==> config.mk <==
export PLATFORM = sky130hd
export DESIGN_NAME = rbzero_reg_loader
export DESIGN_NICKNAME = d
export VERILOG_FILES = /design/src/rtl/rbzero_reg_loader.sv
export SDC_FILE = /design/constraint.sdc
export NUM_CORES = 1
export LEC_CHECK = 0
export BUFFER_PORTS_ARGS = -buffer_cell sky130_fd_sc_hd__buf_2
export CORE_MARGIN = 3
export CORE_UTILIZATION = 60
export DETAILED_ROUTE_END_ITERATION = 8
export MAX_ROUTING_LAYER = met4
export PLACE_DENSITY = 0.86
export SETUP_SLACK_MARGIN = 0.15
export SLEW_MARGIN = 20
export SYNTH_ARGS = -nofsm -noshare
export SYNTH_HDL_FRONTEND = slang
export SYNTH_SLANG_ARGS = --single-unit
==> constraint.sdc <==
create_clock -name clk -period 3.12 [get_ports clk]
set_clock_uncertainty 0.15 [all_clocks]
set_input_delay 0.468 -clock clk [delete_from_list [all_inputs] [get_ports clk]]
set_output_delay 0.468 -clock clk [all_outputs]
set_load 0.01 [all_outputs]
==> src/rtl/rbzero_reg_loader.sv <==
// Host-side register-write queue that replays each write as one SPI mode-0 frame on rbzero's reg SPI pins.
// Optional: define RBZERO_REG_LOADER_VBLANK_GATE_EN to start frames only while i_vblank is high.
module rbzero_reg_loader #(
  parameter int ADDR_W  = 4,
  parameter int DATA_W  = 24,
  parameter int DEPTH   = 4,
  parameter int CLK_DIV = 2
) (
  input  logic                       clk,
  input  logic                       rst_n,
  input  logic                       i_wr_valid,
  input  logic [ADDR_W-1:0]          i_wr_addr,
  input  logic [DATA_W-1:0]          i_wr_data,
  output logic                       o_wr_ready,
  input  logic                       i_flush,
  input  logic                       i_vblank,
  output logic                       o_reg_sclk,
  output logic                       o_reg_mosi,
  output logic                       o_reg_ss_n,
  output logic                       o_busy,
  output logic [$clog2(DEPTH):0]     o_level
);

  localparam int N     = ADDR_W + DATA_W;
  localparam int PTR_W = $clog2(DEPTH);
  localparam int LVL_W = PTR_W + 1;
  localparam int BIT_W = $clog2(N);
  localparam int DIV_W = (CLK_DIV > 1) ? $clog2(CLK_DIV) : 1;

  typedef enum logic [2:0] {
    S_IDLE, S_LEAD, S_HIGH, S_LOW, S_TAIL, S_GAP
  } state_t;

  state_t            state_q, state_d;
  logic [N-1:0]      mem_q [DEPTH];
  logic [PTR_W-1:0]  wr_ptr_q, wr_ptr_d, rd_ptr_q, rd_ptr_d;
  logic [LVL_W-1:0]  level_q, level_d;
  logic [DIV_W-1:0]  div_q, div_d;
  logic [BIT_W-1:0]  bit_q, bit_d;
  logic [N-2:0]      sh_q, sh_d;
  logic              sclk_q, sclk_d, mosi_q, mosi_d, ss_n_q, ss_n_d;
  logic              full, push, pop, start_ok, phase_done, last_bit;

`ifdef RBZERO_REG_LOADER_VBLANK_GATE_EN
  assign start_ok = i_vblank;
`else
  logic unused_vblank;
  assign unused_vblank = i_vblank;
  assign start_ok      = 1'b1;
`endif

  // Write handshake: an entry is accepted on an edge where i_wr_valid and o_wr_ready are both high
  // and i_flush is low; o_wr_ready depends only on occupancy, never on i_wr_valid.
  assign full       = (level_q == LVL_W'(DEPTH));
  assign o_wr_ready = !full;
  assign push       = i_wr_valid && !full && !i_flush;
  assign pop        = (state_q == S_IDLE) && (level_q != '0) && start_ok;
  assign phase_done = (div_q == DIV_W'(CLK_DIV - 1));
  assign last_bit   = (bit_q == BIT_W'(N - 1));

  always_ff @(posedge clk) begin
    if (push) mem_q[wr_ptr_q] <= {i_wr_addr, i_wr_data};
  end

  always_comb begin
    wr_ptr_d = wr_ptr_q;
    rd_ptr_d = rd_ptr_q;
    level_d  = level_q;
    if (push) wr_ptr_d = wr_ptr_q + 1'b1;
    if (pop)  rd_ptr_d = rd_ptr_q + 1'b1;
    if (i_flush) begin
      rd_ptr_d = wr_ptr_q;
      level_d  = '0;
    end else if (push && !pop) begin
      level_d = level_q + 1'b1;
    end else if (pop && !push) begin
      level_d = level_q - 1'b1;
    end
  end

  always_comb begin
    state_d = state_q;
    div_d   = div_q;
    bit_d   = bit_q;
    sh_d    = sh_q;
    sclk_d  = sclk_q;
    mosi_d  = mosi_q;
    ss_n_d  = ss_n_q;
    if (state_q != S_IDLE) div_d = phase_done ? '0 : div_q + 1'b1;
    case (state_q)
      S_IDLE: if (pop) begin
        // The frame MSB goes straight to mosi; the shifter only holds the remaining bits.
        mosi_d  = mem_q[rd_ptr_q][N-1];
        sh_d    = mem_q[rd_ptr_q][N-2:0];
        bit_d   = '0;
        div_d   = '0;
        ss_n_d  = 1'b0;
        sclk_d  = 1'b0;
        state_d = S_LEAD;
      end
      S_LEAD: if (phase_done) begin
        sclk_d  = 1'b1;
        state_d = S_HIGH;
      end
      S_HIGH: if (phase_done) begin
        sclk_d = 1'b0;
        if (last_bit) begin
          state_d = S_TAIL;
        end else begin
          mosi_d  = sh_q[N-2];
          sh_d    = sh_q << 1;
          bit_d   = bit_q + 1'b1;
          state_d = S_LOW;
        end
      end
      S_LOW: if (phase_done) begin
        sclk_d  = 1'b1;
        state_d = S_HIGH;
      end
      S_TAIL: if (phase_done) begin
        ss_n_d  = 1'b1;
        mosi_d  = 1'b0;
        state_d = S_GAP;
      end
      S_GAP: if (phase_done) state_d = S_IDLE;
      default: state_d = S_IDLE;
    endcase
  end

  always_ff @(posedge clk) begin
    if (!rst_n) begin
      state_q  <= S_IDLE;
      wr_ptr_q <= '0;
      rd_ptr_q <= '0;
      level_q  <= '0;
      div_q    <= '0;
      bit_q    <= '0;
      sh_q     <= '0;
      sclk_q   <= 1'b0;
      mosi_q   <= 1'b0;
      ss_n_q   <= 1'b1;
    end else begin
      state_q  <= state_d;
      wr_ptr_q <= wr_ptr_d;
      rd_ptr_q <= rd_ptr_d;
      level_q  <= level_d;
      div_q    <= div_d;
      bit_q    <= bit_d;
      sh_q     <= sh_d;
      sclk_q   <= sclk_d;
      mosi_q   <= mosi_d;
      ss_n_q   <= ss_n_d;
    end
  end

  assign o_reg_sclk = sclk_q;
  assign o_reg_mosi = mosi_q;
  assign o_reg_ss_n = ss_n_q;
  assign o_busy     = (state_q != S_IDLE);
  assign o_level    = level_q;

endmodule

After elaboration in Yosys (flattened, before gate mapping)
Memory sizes are Yosys's and may differ from the RTL's. A register that Yosys moved wholly into a read port is not among the register bits.
Index checks and enable logic that the tools add are counted.
{ "word_totals": {"ff_bits": 46, "latch_bits": 0, "ramBits": 112, "rom_bits": 0, "inputBits": 33, "out_inout_bits": 8, "word_cells": 92, "memories": 1} }
{ "classes": {"n_addsub": 6, "mul": 0, "div_mod_pow": 0, "magnitude_cmp": 0, "n_eq_ne": 13, "shifts": 0, "n_mux": 36, "bitwise": 1, "n_reduce_logical": 25} }
{ "mem_list": {"columns": ["name", "depth", "width", "rd", "rd_ports_with_merged_regs", "write_ports", "line_no", "rtl"], "rows": [
  ["mem_q", 4, 28, 1, 1, 1, "35", "logic [N-1:0] mem_q [DEPTH];"]
]} }
{ "ops": {"columns": ["op", "count"], "rows": [
  ["27-bit two-way mux", 3],
  ["27-bit one-hot mux with 2 select lines", 1],
  ["3-bit two-way mux", 8],
  ["5-bit two-way mux", 3],
  ["3-bit one-hot mux with 5 select lines", 1],
  ["1-bit two-way mux", 12],
  ["3-bit nonzero test", 4],
  ["2-bit != test (second input constant)", 5],
  ["5-bit one-hot mux with 2 select lines", 1],
  ["5-bit AND reduction", 2],
  ["3-bit equality test (second input constant)", 3],
  ["2-bit two-way mux", 4],
  ["4-bit AND reduction", 2],
  ["2-bit nonzero test", 4],
  ["3-bit by 2-bit equality test with 1-bit output (second input constant)", 2],
  ["1-bit one-hot mux with 3 select lines", 2],
  ["5-bit by 1-bit adder with 5-bit output (second input constant)", 1],
  ["5-bit equality test (second input constant)", 1],
  ["1-bit logical AND", 5],
  ["2-bit by 1-bit adder with 2-bit output (second input constant)", 2],
  ["1-bit zero test", 4],
  ["2-bit OR reduction", 2],
  ["3-bit by 1-bit adder with 3-bit output (second input constant)", 1],
  ["3-bit by 1-bit equality test with 1-bit output (second input constant)", 1],
  ["7 further kinds", 7]
]} }

Logic depth before layout (Yosys ltp)
Gate-level depths: netlist of the first run.
{ "depth": {"ltp_word": 8, "depth_mapped": 10, "mapped_depth_nobuf": 8} }

Least setup slack after synthesis of the first run
OpenSTA, ideal clock, no wires.
{ "synth_timing": {"path_type": "register -> register", "from": "register level_q[0], in the netlist o_level[0]", "to": "register level_q[2], in the netlist o_level[2]", "t_arrival_ps": 2299, "t_required_ps": 2900, "setup_slack_ps": 602, "stages_incl_launch_ff": 10, "period_less_slack_ps": 2518, "path_cell_list": "dfxtp_1 or3_1 nand2_1 buf_2 ha_1 inv_1 fa_1 xor2_1 or3_1 a21oi_1"} }
{ "synth_between": {"elab_chain_len": 7, "word_cells_on_any_way": 15} }
{ "synth_lines": {"columns": ["item", "line_no", "rtl"], "rows": [
  ["start: declaration", "37", "logic [LVL_W-1:0] level_q, level_d;"],
  ["start signal: assignment", "146", "level_q <= level_d;"],
  ["parallel branches: the longest is 7 deep, another holds 3-bit by 1-bit subtractor with 3-bit output", null, null]
]} }
Several ways; the timed one is not identified. The select of a mux whose other input is x is not followed.
A chain may end at the register's enable or synchronous reset.

Worst setup path in the final report of the first run
Ends and elaborated chain as after synthesis.

==> results of run 1 <==
report_power, final:
part | leakage (nW) | total, mW | internal, mW | switching [mW]
clock | 0.276 | 1.98 | 1.15 | 0.830
combinational | 0.876 | 1.09 | 0.468 | 0.620
sequential | 1.41 | 2.63 | 2.48 | 0.158
sequential cells by signal (all words and copies together) (netlist names), named ones only:
name and count:
bit_q 5, div_q 1, mem_q 112, o_level 3, o_reg_mosi 1, o_reg_sclk 1, o_reg_ss_n 1, rd_ptr_q 2
sh_q 27, state_q 3, wr_ptr_q 2
placed cells by master, fill, tap and decap left out, drive strengths merged, types with 2 or more instances in the layout:
| master | count |
|---|---|
| edfxtp | 112 |
| nor3b | 3 |
| inv | 38 |
| o221ai | 26 |
| nand3 | 5 |
| buf | 50 |
| and2 | 4 |
| a221o | 2 |
| dlygate4sd3 | 28 |
| mux4 | 28 |
| nor2 | 9 |
| nor3 | 2 |
| a31oi | 2 |
| or3 | 3 |
| nand4 | 2 |
| xor2 | 4 |
| o21ai | 6 |
| nand2b | 3 |
| bufinv | 2 |
| ha | 6 |
| a21oi | 36 |
| clkinvlp | 3 |
| dfxtp | 48 |
| nand2 | 14 |
| clkinv | 5 |
| clkbuf | 18 |
| nand3b | 3 |
| mux2i | 4 |
area by class of cell:
class	instances	area [µm²]	area share
Sequential cell	160	4330	0.581
Multi-Input combinational cell	174	1680	0.225
Timing Repair Buffer	78	571	0.0767
Clock buffer	18	418	0.0561
Tap cell	133	166	0.0224
Clock inverter	14	159	0.0213
Inverter	34	128	0.0171
worst min-delay path by stage:
stage	slack [ns]	endpoint	start
2_1_floorplan	0.28	sh_q[1]$_SDFFE_PN0P_	sh_q[1]$_SDFFE_PN0P_
4_1_cts	0.0003	mem_q[1][24]$_DFFE_PP_	i_wr_addr[0]
5_1_grt	0.15	flip-flop	i_flush
3_3_place_gp	0.28	sh_q[13]$_SDFFE_PN0P_	sh_q[13]$_SDFFE_PN0P_
6_report	0.15	flip-flop	i_flush
3_5_place_dp	0.29	sh_q[3]$_SDFFE_PN0P_	sh_q[3]$_SDFFE_PN0P_
critical path, delay by kind of cell (launching register included):
family          cells  cell delay (ns)
fa+ha+maj           2             0.56
flops               1             0.37
compound gates      1             0.18
xor+xnor            1             0.16
buf+inv             1             0.06
simple gates        3             0.88
per-stage QoR:
| stage | util | setup WS [ns] | hold slack (ns) |
|---|---|---|---|
| after global placement | 0.662 | 0.737 | 0.283 |
| after detailed placement | 0.662 | 0.638 | 0.289 |
| after CTS | 0.745 | 0.707 | 0.000280 |
| final | 0.748 | 0.678 | 0.145 |
| after floorplan | - | 0.602 | 0.275 |
| after global routing | 0.748 | 0.497 | 0.147 |
kinds of logic (layout without fill, tap and decap cells):
kind of cell,after synthesis,after routing,share of synthesized area
adder cells (fa/ha/maj),7,7,0.0152
XOR/XNOR,5,5,0.00698
AND/OR/NAND/NOR,52,52,0.0465
flip-flops,160,160,0.689
AO/OA/AOI/OAI,78,78,0.0918
buffers and inverters,58,144,0.0433
multiplexers,32,32,0.107
routing by layer:
layer / routed length (µm) / vias to the layer above
met5: 0 / -
met3: 517 / 21
li1: - / 1673
met4: 172 / 0
met1: 4890 / 1846
met2: 6530 / 101
timing repair:
item,CTS,global route
endpoints found under the setup margin,0,0
hold buffers,25,3
hold endpoints to repair,96,12
==> results by group, run 1 <==
Die
  – Num ports: 41
  – Vertical extent of the die: 108 µm
  – Die width: 108 µm
  – Initial Util: 0.630
  – Placeable Area: 9950 µm²
  – # rows: 36
  – Die outline area: 11,700 µm²

Global routing
  – Routing usage on met2: 0.394
  – M1 GR Usage: 0.272
  – Global-route usage over all layers: 0.237
  – GR Overflow Total: 0
  – Vias in the first global route: 3,792
  – Number of antenna violations at the first check in global routing: 0
  – Maximum number of pins on one net before global-route repair: 37
  – First-pass GRT wire length: 19,700 µm
  – Global Route met3 Usage: 0.0740
  – Global route hottest layer: met2

Synth
  – Leading register cell type out of synthesis: sky130_fd_sc_hd__edfxtp_1
  – Asr flop ratio synth: 0
  – Synth warnings: 0
  – Most instantiated library cell after synthesis: sky130_fd_sc_hd__edfxtp_1
  – EDFF count, synth: 112
  – Post-synthesis instance area: 6270 µm²
  – Post-synthesis cell type count: 44
  – Sequential fraction of the synthesis area: 0.689
  – Number of synthesized register bits: 160
  – Synthesized netlist net count: 432
  – Leading area contributor after synthesis: sky130_fd_sc_hd__edfxtp_1
  – Cell count after synthesis: 392
  – Leading post-synthesis cells by instance count: sky130_fd_sc_hd__edfxtp_1 (112), sky130_fd_sc_hd__dfxtp_1 (48), sky130_fd_sc_hd__inv_1 (33), sky130_fd_sc_hd__mux4_2 (28)
  – Area fraction of the dominant cell type after synthesis: 0.536
  – Post-Syn Area per Cell: 16.0 µm²
  – Main area contributors after synthesis: sky130_fd_sc_hd__edfxtp_1 (54%), sky130_fd_sc_hd__dfxtp_1 (15%), sky130_fd_sc_hd__mux4_2 (10%)

Layout
  – Post-synthesis to final-layout area growth: 18.7%
  – Number of fillers in the final layout: 557
  – Number of nets in the layout: 505
  – Count of antenna diodes in the layout: 0
  – Share of cells above drive strength 1: 0.264
  – Post-route non-filler standard cell count: 611
  – Final instance area: 7440 µm²

Route
  – Sum of routed wire length over all layers: 12,100 µm
  – Count of unresolved DRC violations after routing: 0
  – Mean routed wirelength per cell: 19.8 µm
  – TritonRoute pass-1 iters: 4
  – Via count: 3,641
  – Number of nets with antenna violations after routing: 0
  – Detailed router's first-iteration violation count: 292
  – Vias per Instance: 5.96

Power and ir drop
  – Worst vdd ir: 0.000537 V
  – Total Power Consumption: 5.71 mW
  – PD cells: 766 nW/µm²
  – Leakage component of the power: 2.56 nW

Place
  – GP Congestion: 0.767
  – Area after DPL: 6590 µm²
  – Dpl hpwl: 6750 µm
  – IO Port Bufs: 39
  – Count of placed standard cells including taps: 551

Clock tree
  – # Post-CTS Setup Buffers: 0
  – CTS sink count: 160
  – TritonCTS clock tree: built
  – Root buffer cell: sky130_fd_sc_hd__clkbuf_8
  – Worst skew pair latency: 0.52 ns
  – Clock tree buffer depth: 2
  – Resize count post-CTS: 0
  – Maximum level of the CTS H-tree: 4
  – TritonCTS Buffers: 17
  – Clock-pin slew of the registers on the worst-case setup and hold paths: 0.06 ns

Critical path
  – Cell count of the worst reg-to-reg path: 8
  – CP dominant cell by count: sky130_fd_sc_hd__or3_1
  – Capturing element of the worst setup path: o_level[2]$_SDFFE_PP0P_
  – Crit path DAT: 2.74 ns
  – Cells along the critical path: or3_1, nand2_1, ha_1, inv_1, fa_1, xor2_1, or3_1, a21oi_1
  – Start of the worst register-to-register path: o_level[0]$_SDFFE_PP0P_
  – Worst flop-to-flop path endpoint: o_level[2]$_SDFFE_PP0P_
  – Type of the worst setup path: reg -> reg
  – CP max stage cell: sky130_fd_sc_hd__or3_1
  – Element type at the critical path end: flip-flop
  – Startpoint kind of the worst setup timing path: flip-flop
  – CP startpoint: o_level[0]$_SDFFE_PP0P_
  – Required time at the worst-slack endpoint: 3.42 ns
  – Delay of the slowest cell on the worst path: 0.45 ns
  – Register-to-Register Setup Slack: 0.68 ns
  – Largest driver fanout on the critical path: 6

Timing
  – Ratio of final minimum period to clock period: 0.783
  – Headroom to the max-slew limit: 0.463
  – Final count of hold timing violations: 0
  – RSZ-0062 raised after global routing: no
  – Peak clock frequency supported by timing: 409 MHz
  – Setup TNS after final layout: 0 ns
  – Number of max-slew violations in the final report: 0
  – Final Critical Period: 2.44 ns
  – Final setup violation count: 0
  – Transition time of the tightest slew-check pin: 0.806 ns

Outcome
  – Status: finished clean

Min path
  – Hold/Removal Path Class: in -> reg
  – Number of instances on the worst hold path: 3

Run
  – Number of max-cap violations: 0
(Power assumes the default switching activity.)
==> run 2: changes to the inputs <==
--- a/config.mk
+++ b/config.mk
@@ -7,10 +7,10 @@
 export LEC_CHECK = 0
 export BUFFER_PORTS_ARGS = -buffer_cell sky130_fd_sc_hd__buf_2
 export CORE_MARGIN = 3
-export CORE_UTILIZATION = 60
+export CORE_UTILIZATION = 54
 export DETAILED_ROUTE_END_ITERATION = 8
 export MAX_ROUTING_LAYER = met4
-export PLACE_DENSITY = 0.86
+export PLACE_DENSITY = 0.82
 export SETUP_SLACK_MARGIN = 0.15
 export SLEW_MARGIN = 20
 export SYNTH_ARGS = -nofsm -noshare
==> constraint.sdc (replaced) <==
create_clock -name clk -period 2 [get_ports clk]
set_clock_uncertainty 0.15 [all_clocks]
set_input_delay 0.3 -clock clk [delete_from_list [all_inputs] [get_ports clk]]
set_output_delay 0.3 -clock clk [all_outputs]
set_load 0.01 [all_outputs]
==> run 2 against run 1 <==
Combinational power grew 140%. Clock-buffer cell count rose by 2. Sequential share of layout area is 5.8 points lower. Hold slack lost 0.047 ns. The run now ends with setup timing left. Non-clock buffer count up 42. Critical path type unchanged. Routed wire length up 25%. Cell count increased by 8.0%. Power is 80% higher. Cell area increased by 11%. Sequential power grew 62%. Clock power grew 72%.
==> results by group, run 2 (same netlist as run 1, synthesis figures left out) <==
Outcome
  – Status: finished with violations
  – Violations in the final reports: setup timing

Global routing
  – Global-route usage over all layers: 0.221
  – Vias in the first global route: 4,095
  – Routing usage on met2: 0.365
  – First-pass GRT wire length: 20,700 µm
  – Global route hottest layer: met2
  – M1 GR Usage: 0.257
  – Number of antenna violations at the first check in global routing: 0
  – GR Overflow Total: 0
  – Global Route met3 Usage: 0.0599
  – Maximum number of pins on one net before global-route repair: 32

Timing
  – Number of max-slew violations in the final report: 0
  – RSZ-0062 raised after global routing: yes
  – Final setup violation count: 1
  – Transition time of the tightest slew-check pin: 0.488 ns
  – Headroom to the max-slew limit: 0.675
  – Hold Slack: 0.0984 ns
  – Final Critical Period: 2.09 ns
  – Minimum setup slack in the final design: -0.0939 ns
  – Final count of hold timing violations: 0
  – Peak clock frequency supported by timing: 478 MHz
  – Ratio of final minimum period to clock period: 1.05
  – Setup TNS after final layout: -0.0939 ns

Layout
  – Post-synthesis to final-layout area growth: 32.3%
  – Final cell utilization of the core: 0.749
  – Commonest cells after routing, fill and taps aside: sky130_fd_sc_hd__edfxtp_1 (112), sky130_fd_sc_hd__dfxtp_1 (40), sky130_fd_sc_hd__buf_2 (38), sky130_fd_sc_hd__inv_1 (32)
  – Share of cells above drive strength 1: 0.379
  – Top Registers: mem_q x112, sh_q x27, bit_q x5
  – Flip-flop count of the largest register, all copies and words added: 112
  – Count of antenna diodes in the layout: 0
  – Largest register by flop count: mem_q
  – Number of nets in the layout: 547
  – Final instance area: 8300 µm²
  – Leading cell type in the layout, fill and taps excluded: sky130_fd_sc_hd__edfxtp_1

Critical path
  – Crit path DAT: 2.31 ns
  – Cells along the critical path: or3_4, nand2_4, ha_4, inv_2, fa_2, xor2_1, or3_1, a21oi_2
  – Type of the worst setup path: reg -> reg
  – Required time at the worst-slack endpoint: 2.21 ns
  – Element type at the critical path end: flip-flop
  – Worst flop-to-flop path endpoint: o_level[2]$_SDFFE_PP0P_
  – CP startpoint: o_level[0]$_SDFFE_PP0P_
  – CP max stage cell: sky130_fd_sc_hd__or3_4
  – Cell count of the worst reg-to-reg path: 8
  – Delay of the slowest cell on the worst path: 0.39 ns
  – Startpoint kind of the worst setup timing path: flip-flop
  – Register-to-Register Setup Slack: -0.09 ns
  – Start of the worst register-to-register path: o_level[0]$_SDFFE_PP0P_
  – Largest driver fanout on the critical path: 4
  – Count of buffering cells on the critical path with inverters included: 1
  – Largest delay share family, worst path: simple AND/OR/NAND/NOR gates

Route
  – Number of nets with antenna violations after routing: 0
  – Mean routed wirelength per cell: 22.9 µm
  – Sum of routed wire length over all layers: 15,100 µm
  – Via count: 4,033
  – TritonRoute pass-1 iters: 7
  – Count of unresolved DRC violations after routing: 0
  – Vias per Instance: 6.11
  – Detailed router's first-iteration violation count: 433

Min path
  – Source of the worst hold timing path: i_flush
  – Number of instances on the worst hold path: 3
  – Hold/Removal Path Class: in -> reg

Power and ir drop
  – Worst vdd ir: 0.00104 V
  – Leakage component of the power: 2.93 nW
  – PD cells: 1240 nW/µm²

Clock tree
  – Maximum level of the CTS H-tree: 4
  – Root buffer cell: sky130_fd_sc_hd__clkbuf_16
  – CTS sink count: 160
  – Clock tree buffer depth: 2
  – Worst skew pair latency: 0.43 ns
  – TritonCTS clock tree: built
  – TritonCTS Buffers: 17
  – Clock-pin slew of the registers on the worst-case setup and hold paths: 0.06 ns

Die
  – Placeable Area: 11,100 µm²
  – Die width: 114 µm
  – Num ports: 41
  – Vertical extent of the die: 114 µm
  – Die outline area: 12,900 µm²
  – Initial Util: 0.566
  – # rows: 38

Place
  – Dpl ws: -0.103 ns
  – GP Congestion: 0.796
  – Dpl hpwl: 6960 µm
  – IO Port Bufs: 39
  – Area after DPL: 6830 µm²

Run
  – Number of max-cap violations: 0
## run 2: metrics by stage
step	power, mW	std cells
after floorplan	5.65	392
after global routing	10.6	660
final	10.3	660
after CTS	9.69	639
after detailed placement	6.24	573
after global placement	6.13	573
## run 2: layout make-up
type / count / area [µm²]
sequential: 160 / 4340
fill: 608 / 2780
multi-input combinational: 174 / 1840
timing repair buffer: 120 / 1190
clock buffer: 20 / 437
clock inverter: 12 / 181
tap: 140 / 175
inverter: 34 / 130
## run 2: repair_timing
action                                  4_1_cts  5_1_grt
gates cloned                                  1       14
endpoints found under the setup margin       31      132
endpoints found under the hold margin       112        0
hold buffers                                 28        0
gates resized for setup                      15       25
pin swaps                                     5       10
buffers inserted                              5        7
## run 2: per-layer routing
layer / part of all wire / vias up / routed length, µm
met1: 0.38 / 2039 / 5760
met3: 0.068 / 34 / 1040
met4: 0.023 / 0 / 348
li1: - / 1761 / -
met5: 0 / - / 0
met2: 0.53 / 199 / 7980
## run 2: where the power goes
part / internal [mW] / switching (mW) / total, mW
Clock: 2.10 / 1.31 / 3.41
Combinational: 1.24 / 1.34 / 2.58
Sequential: 3.98 / 0.291 / 4.27
## run 2: worst max-delay path by stage
stage / end / cells past startpoint
2_1_floorplan: o_level[2]$_SDFFE_PP0P_ / 9
3_3_place_gp: o_level[2]$_SDFFE_PP0P_ / 8
3_5_place_dp: o_level[2]$_SDFFE_PP0P_ / 9
4_1_cts: o_level[2]$_SDFFE_PP0P_ / 8
5_1_grt: o_level[2]$_SDFFE_PP0P_ / 8
6_report: o_level[2]$_SDFFE_PP0P_ / 8
## run 2: worst min-delay path, cell delays in order
cell and delay [ns]:
sky130_fd_sc_hd__buf_2 0.11, sky130_fd_sc_hd__inv_1 0.12, sky130_fd_sc_hd__a21oi_1 0.10
==> run 3: changes to the inputs <==
--- a/config.mk
+++ b/config.mk
@@ -5,12 +5,13 @@
 export SDC_FILE = /design/constraint.sdc
 export NUM_CORES = 1
 export LEC_CHECK = 0
+export ABC_AREA = 1
 export BUFFER_PORTS_ARGS = -buffer_cell sky130_fd_sc_hd__buf_2
 export CORE_MARGIN = 3
-export CORE_UTILIZATION = 54
+export CORE_UTILIZATION = 55
 export DETAILED_ROUTE_END_ITERATION = 8
 export MAX_ROUTING_LAYER = met4
-export PLACE_DENSITY = 0.82
+export PLACE_DENSITY = 0.83
 export SETUP_SLACK_MARGIN = 0.15
 export SLEW_MARGIN = 20
 export SYNTH_ARGS = -nofsm -noshare
==> run 3 against run 2 <==
Critical path depth grew 2. Clock power grew 2%. Routed wire length grew 0.54%. Hold slack lost 0.063 ns. Synthesized cell count grew 110%. Critical path type unchanged. Combinational power grew 39%. Non-clock buffer count shrank 26. The flow now finishes without violations.
==> results by group, run 3 <==
Outcome
  – Status: finished clean

Clock tree
  – Maximum level of the CTS H-tree: 4
  – Root buffer cell: sky130_fd_sc_hd__clkbuf_16
  – CTS sink count: 160
  – Clock tree buffer depth: 2
  – TritonCTS clock tree: built
  – Clock-pin slew of the registers on the worst-case setup and hold paths: 0.06 ns
  – Worst skew pair latency: 0.42 ns
  – TritonCTS Buffers: 17

Synth
  – Post-synthesis cell type count: 27
  – Synthesized netlist net count: 864
  – Sequential fraction of the synthesis area: 0.606
  – Number of synthesized register bits: 160
  – Leading area contributor after synthesis: sky130_fd_sc_hd__edfxtp_1
  – Area fraction of the dominant cell type after synthesis: 0.471
  – EDFF count, synth: 112
  – Post-Syn Area per Cell: 8.66 µm²
  – Leading register cell type out of synthesis: sky130_fd_sc_hd__edfxtp_1
  – Asr flop ratio synth: 0
  – Most instantiated library cell after synthesis: sky130_fd_sc_hd__nand2_1
  – Post-synthesis instance area: 7140 µm²
  – Main area contributors after synthesis: sky130_fd_sc_hd__edfxtp_1 (47%), sky130_fd_sc_hd__dfxtp_1 (13%), sky130_fd_sc_hd__nand2_1 (13%)
  – Synth warnings: 0
  – Cell count after synthesis: 824
  – Leading post-synthesis cells by instance count: sky130_fd_sc_hd__nand2_1 (248), sky130_fd_sc_hd__inv_1 (150), sky130_fd_sc_hd__edfxtp_1 (112), sky130_fd_sc_hd__nor2_1 (90), sky130_fd_sc_hd__nand3_1 (64)

Power and ir drop
  – Worst vdd ir: 0.000760 V
  – Total Power Consumption: 11.1 mW
  – PD cells: 1270 nW/µm²
  – Leakage component of the power: 4.00 nW

Global routing
  – GR Overflow Total: 0
  – Maximum number of pins on one net before global-route repair: 59
  – Global-route usage over all layers: 0.220
  – Number of antenna violations at the first check in global routing: 0
  – Vias in the first global route: 5,228
  – First-pass GRT wire length: 24,000 µm

Die
  – Initial Util: 0.578
  – Die width: 120 µm
  – # rows: 40
  – Vertical extent of the die: 120 µm
  – Placeable Area: 12,400 µm²
  – Num ports: 41
  – Die outline area: 14,400 µm²

Critical path
  – Required time at the worst-slack endpoint: 2.15 ns
  – Startpoint kind of the worst setup timing path: flip-flop
  – Element type at the critical path end: flip-flop
  – Count of buffering cells on the critical path with inverters included: 3
  – Worst flop-to-flop path endpoint: sh_q[2]$_SDFFE_PN0P_
  – Crit path DAT: 1.98 ns
  – Type of the worst setup path: reg -> reg
  – Start of the worst register-to-register path: state_q[1]$_SDFFE_PN0P_
  – Largest delay share family, worst path: simple AND/OR/NAND/NOR gates
  – Register-to-Register Setup Slack: 0.17 ns
  – Delay of the slowest cell on the worst path: 0.37 ns
  – Largest driver fanout on the critical path: 25
  – Cell count of the worst reg-to-reg path: 10
  – Cells along the critical path: nor2_4, nand2_2, inv_2, nand2_4, buf_4, nand2_2, nand2_4, clkbuf_16, nor2_1, nor2_1
  – CP max stage cell: sky130_fd_sc_hd__dfxtp_4

Timing
  – RSZ-0062 raised after global routing: yes
  – Number of max-slew violations in the final report: 0
  – Headroom to the max-slew limit: 0.710
  – Transition time of the tightest slew-check pin: 0.435 ns
  – Final setup violation count: 0
  – Final Critical Period: 1.83 ns
  – Setup TNS after final layout: 0 ns
  – Ratio of final minimum period to clock period: 0.917
  – Final count of hold timing violations: 0
  – Peak clock frequency supported by timing: 545 MHz

Place
  – IO Port Bufs: 39
  – GP Congestion: 0.824
  – Dpl hpwl: 7830 µm

Layout
  – Top Registers: mem_q x112, sh_q x27, bit_q x5
  – Flip-flop count of the largest register, all copies and words added: 112
  – Footprint of the multi-input gates: 2160 µm²
  – Count of antenna diodes in the layout: 0
  – Commonest cells after routing, fill and taps aside: sky130_fd_sc_hd__nand2_1 (247), sky130_fd_sc_hd__inv_1 (145), sky130_fd_sc_hd__edfxtp_1 (112), sky130_fd_sc_hd__nor2_1 (85), sky130_fd_sc_hd__nand3_1 (60)
  – Post-synthesis to final-layout area growth: 22.6%
  – Number of nets in the layout: 944
  – Number of fillers in the final layout: 825
  – Largest register by flop count: mem_q
  – Share of cells above drive strength 1: 0.144
  – Seq. cell area: 4340 µm²
  – Leading cell type in the layout, fill and taps excluded: sky130_fd_sc_hd__nand2_1

Route
  – TritonRoute pass-1 iters: 7
  – Mean routed wirelength per cell: 14.0 µm
  – Count of unresolved DRC violations after routing: 0
  – Number of nets with antenna violations after routing: 0
  – Vias per Instance: 5.02
  – Detailed router's first-iteration violation count: 598
  – Sum of routed wire length over all layers: 15,200 µm
  – Via count: 5,442

Min path
  – Number of instances on the worst hold path: 2
  – Endpoint of the worst hold path: o_reg_ss_n$_SDFFE_PN1P_
  – Source of the worst hold timing path: rst_n
  – Hold/Removal Path Class: in -> reg

Run
  – Number of max-cap violations: 0
run 3: layout make-up:
class / instances / share of cell area
Clock inverter: 14 / 0.0246
Inverter: 155 / 0.0671
Timing Repair Buffer: 94 / 0.0919
Multi-Input combinational cell: 476 / 0.247
Tap cell: 168 / 0.0240
Sequential cell: 160 / 0.496
Clock buffer: 18 / 0.0490
run 3: stage by stage:
stage	hold slack [ns]	instance area, µm²	util	instances	setup WS, ns
finish	0.0353	8750	0.708	1085	0.166
global route	0.0416	8750	0.708	1085	0.0929
CTS	0.0188	8620	0.697	1078	0.159
detailed placement	0.319	7690	0.622	1018	0.145
global placement	0.303	7690	0.622	1018	0.157
floorplan	0.249	7220	-	824	0.106
run 3: where the power goes:
part	internal, mW	switching, mW
clock	2.21	1.27
sequential	3.91	0.158
combinational	1.35	2.23
run 3: cells by family (layout without fill, tap and decap cells):
family	Yosys count	after routing	synth area share
flops	160	160	0.606
buf+inv	188	281	0.107
simple gates	410	410	0.230
fa+ha+maj	7	7	0.0133
compound gates	57	57	0.0419
xor+xnor	2	2	0.00245
run 3: worst register-to-register path: stages (launching register included):
cell                        delay [ns]
sky130_fd_sc_hd__dfxtp_4          0.37
sky130_fd_sc_hd__nor2_4           0.13
sky130_fd_sc_hd__nand2_2          0.07
sky130_fd_sc_hd__inv_2            0.08
sky130_fd_sc_hd__nand2_4          0.05
sky130_fd_sc_hd__buf_4            0.16
sky130_fd_sc_hd__nand2_2          0.09
sky130_fd_sc_hd__nand2_4          0.10
sky130_fd_sc_hd__clkbuf_16        0.22
sky130_fd_sc_hd__nor2_1           0.20
sky130_fd_sc_hd__nor2_1           0.09
run 3: metal layers:
| metal | GRT usage | up-vias | wire [µm] |
|---|---|---|---|
| li1 | - | 2720 | - |
| met1 | 0.240 | 2471 | 5960 |
| met2 | 0.386 | 217 | 7940 |
| met3 | 0.0500 | 34 | 948 |
| met4 | 0.0959 | 0 | 362 |
| met5 | - | - | 0 |
run 3: timing repair:
action / in CTS / in global routing
pin swaps: 0 / 1
gates cloned: 0 / 2
buffers inserted: 0 / 5
hold buffers: 28 / 0
hold endpoints to repair: 112 / 0
gates resized for setup: 2 / 15
setup endpoints to repair: 1 / 30
run 3: how the worst max path moves through the flow:
stage                                  from                      end  slack (ns)  cells past startpoint
floorplan           o_level[0]$_SDFFE_PP0P_  o_level[2]$_SDFFE_PP0P_        0.11                     11
global placement    state_q[1]$_SDFFE_PN0P_  o_level[2]$_SDFFE_PP0P_        0.16                     11
detailed placement  state_q[1]$_SDFFE_PN0P_  o_level[2]$_SDFFE_PP0P_        0.14                     11
CTS                   bit_q[0]$_SDFFE_PN0P_    sh_q[25]$_SDFFE_PN0P_        0.16                     11
global route        state_q[1]$_SDFFE_PN0P_     sh_q[2]$_SDFFE_PN0P_        0.09                     10
finish              state_q[1]$_SDFFE_PN0P_     sh_q[2]$_SDFFE_PN0P_        0.17                     10
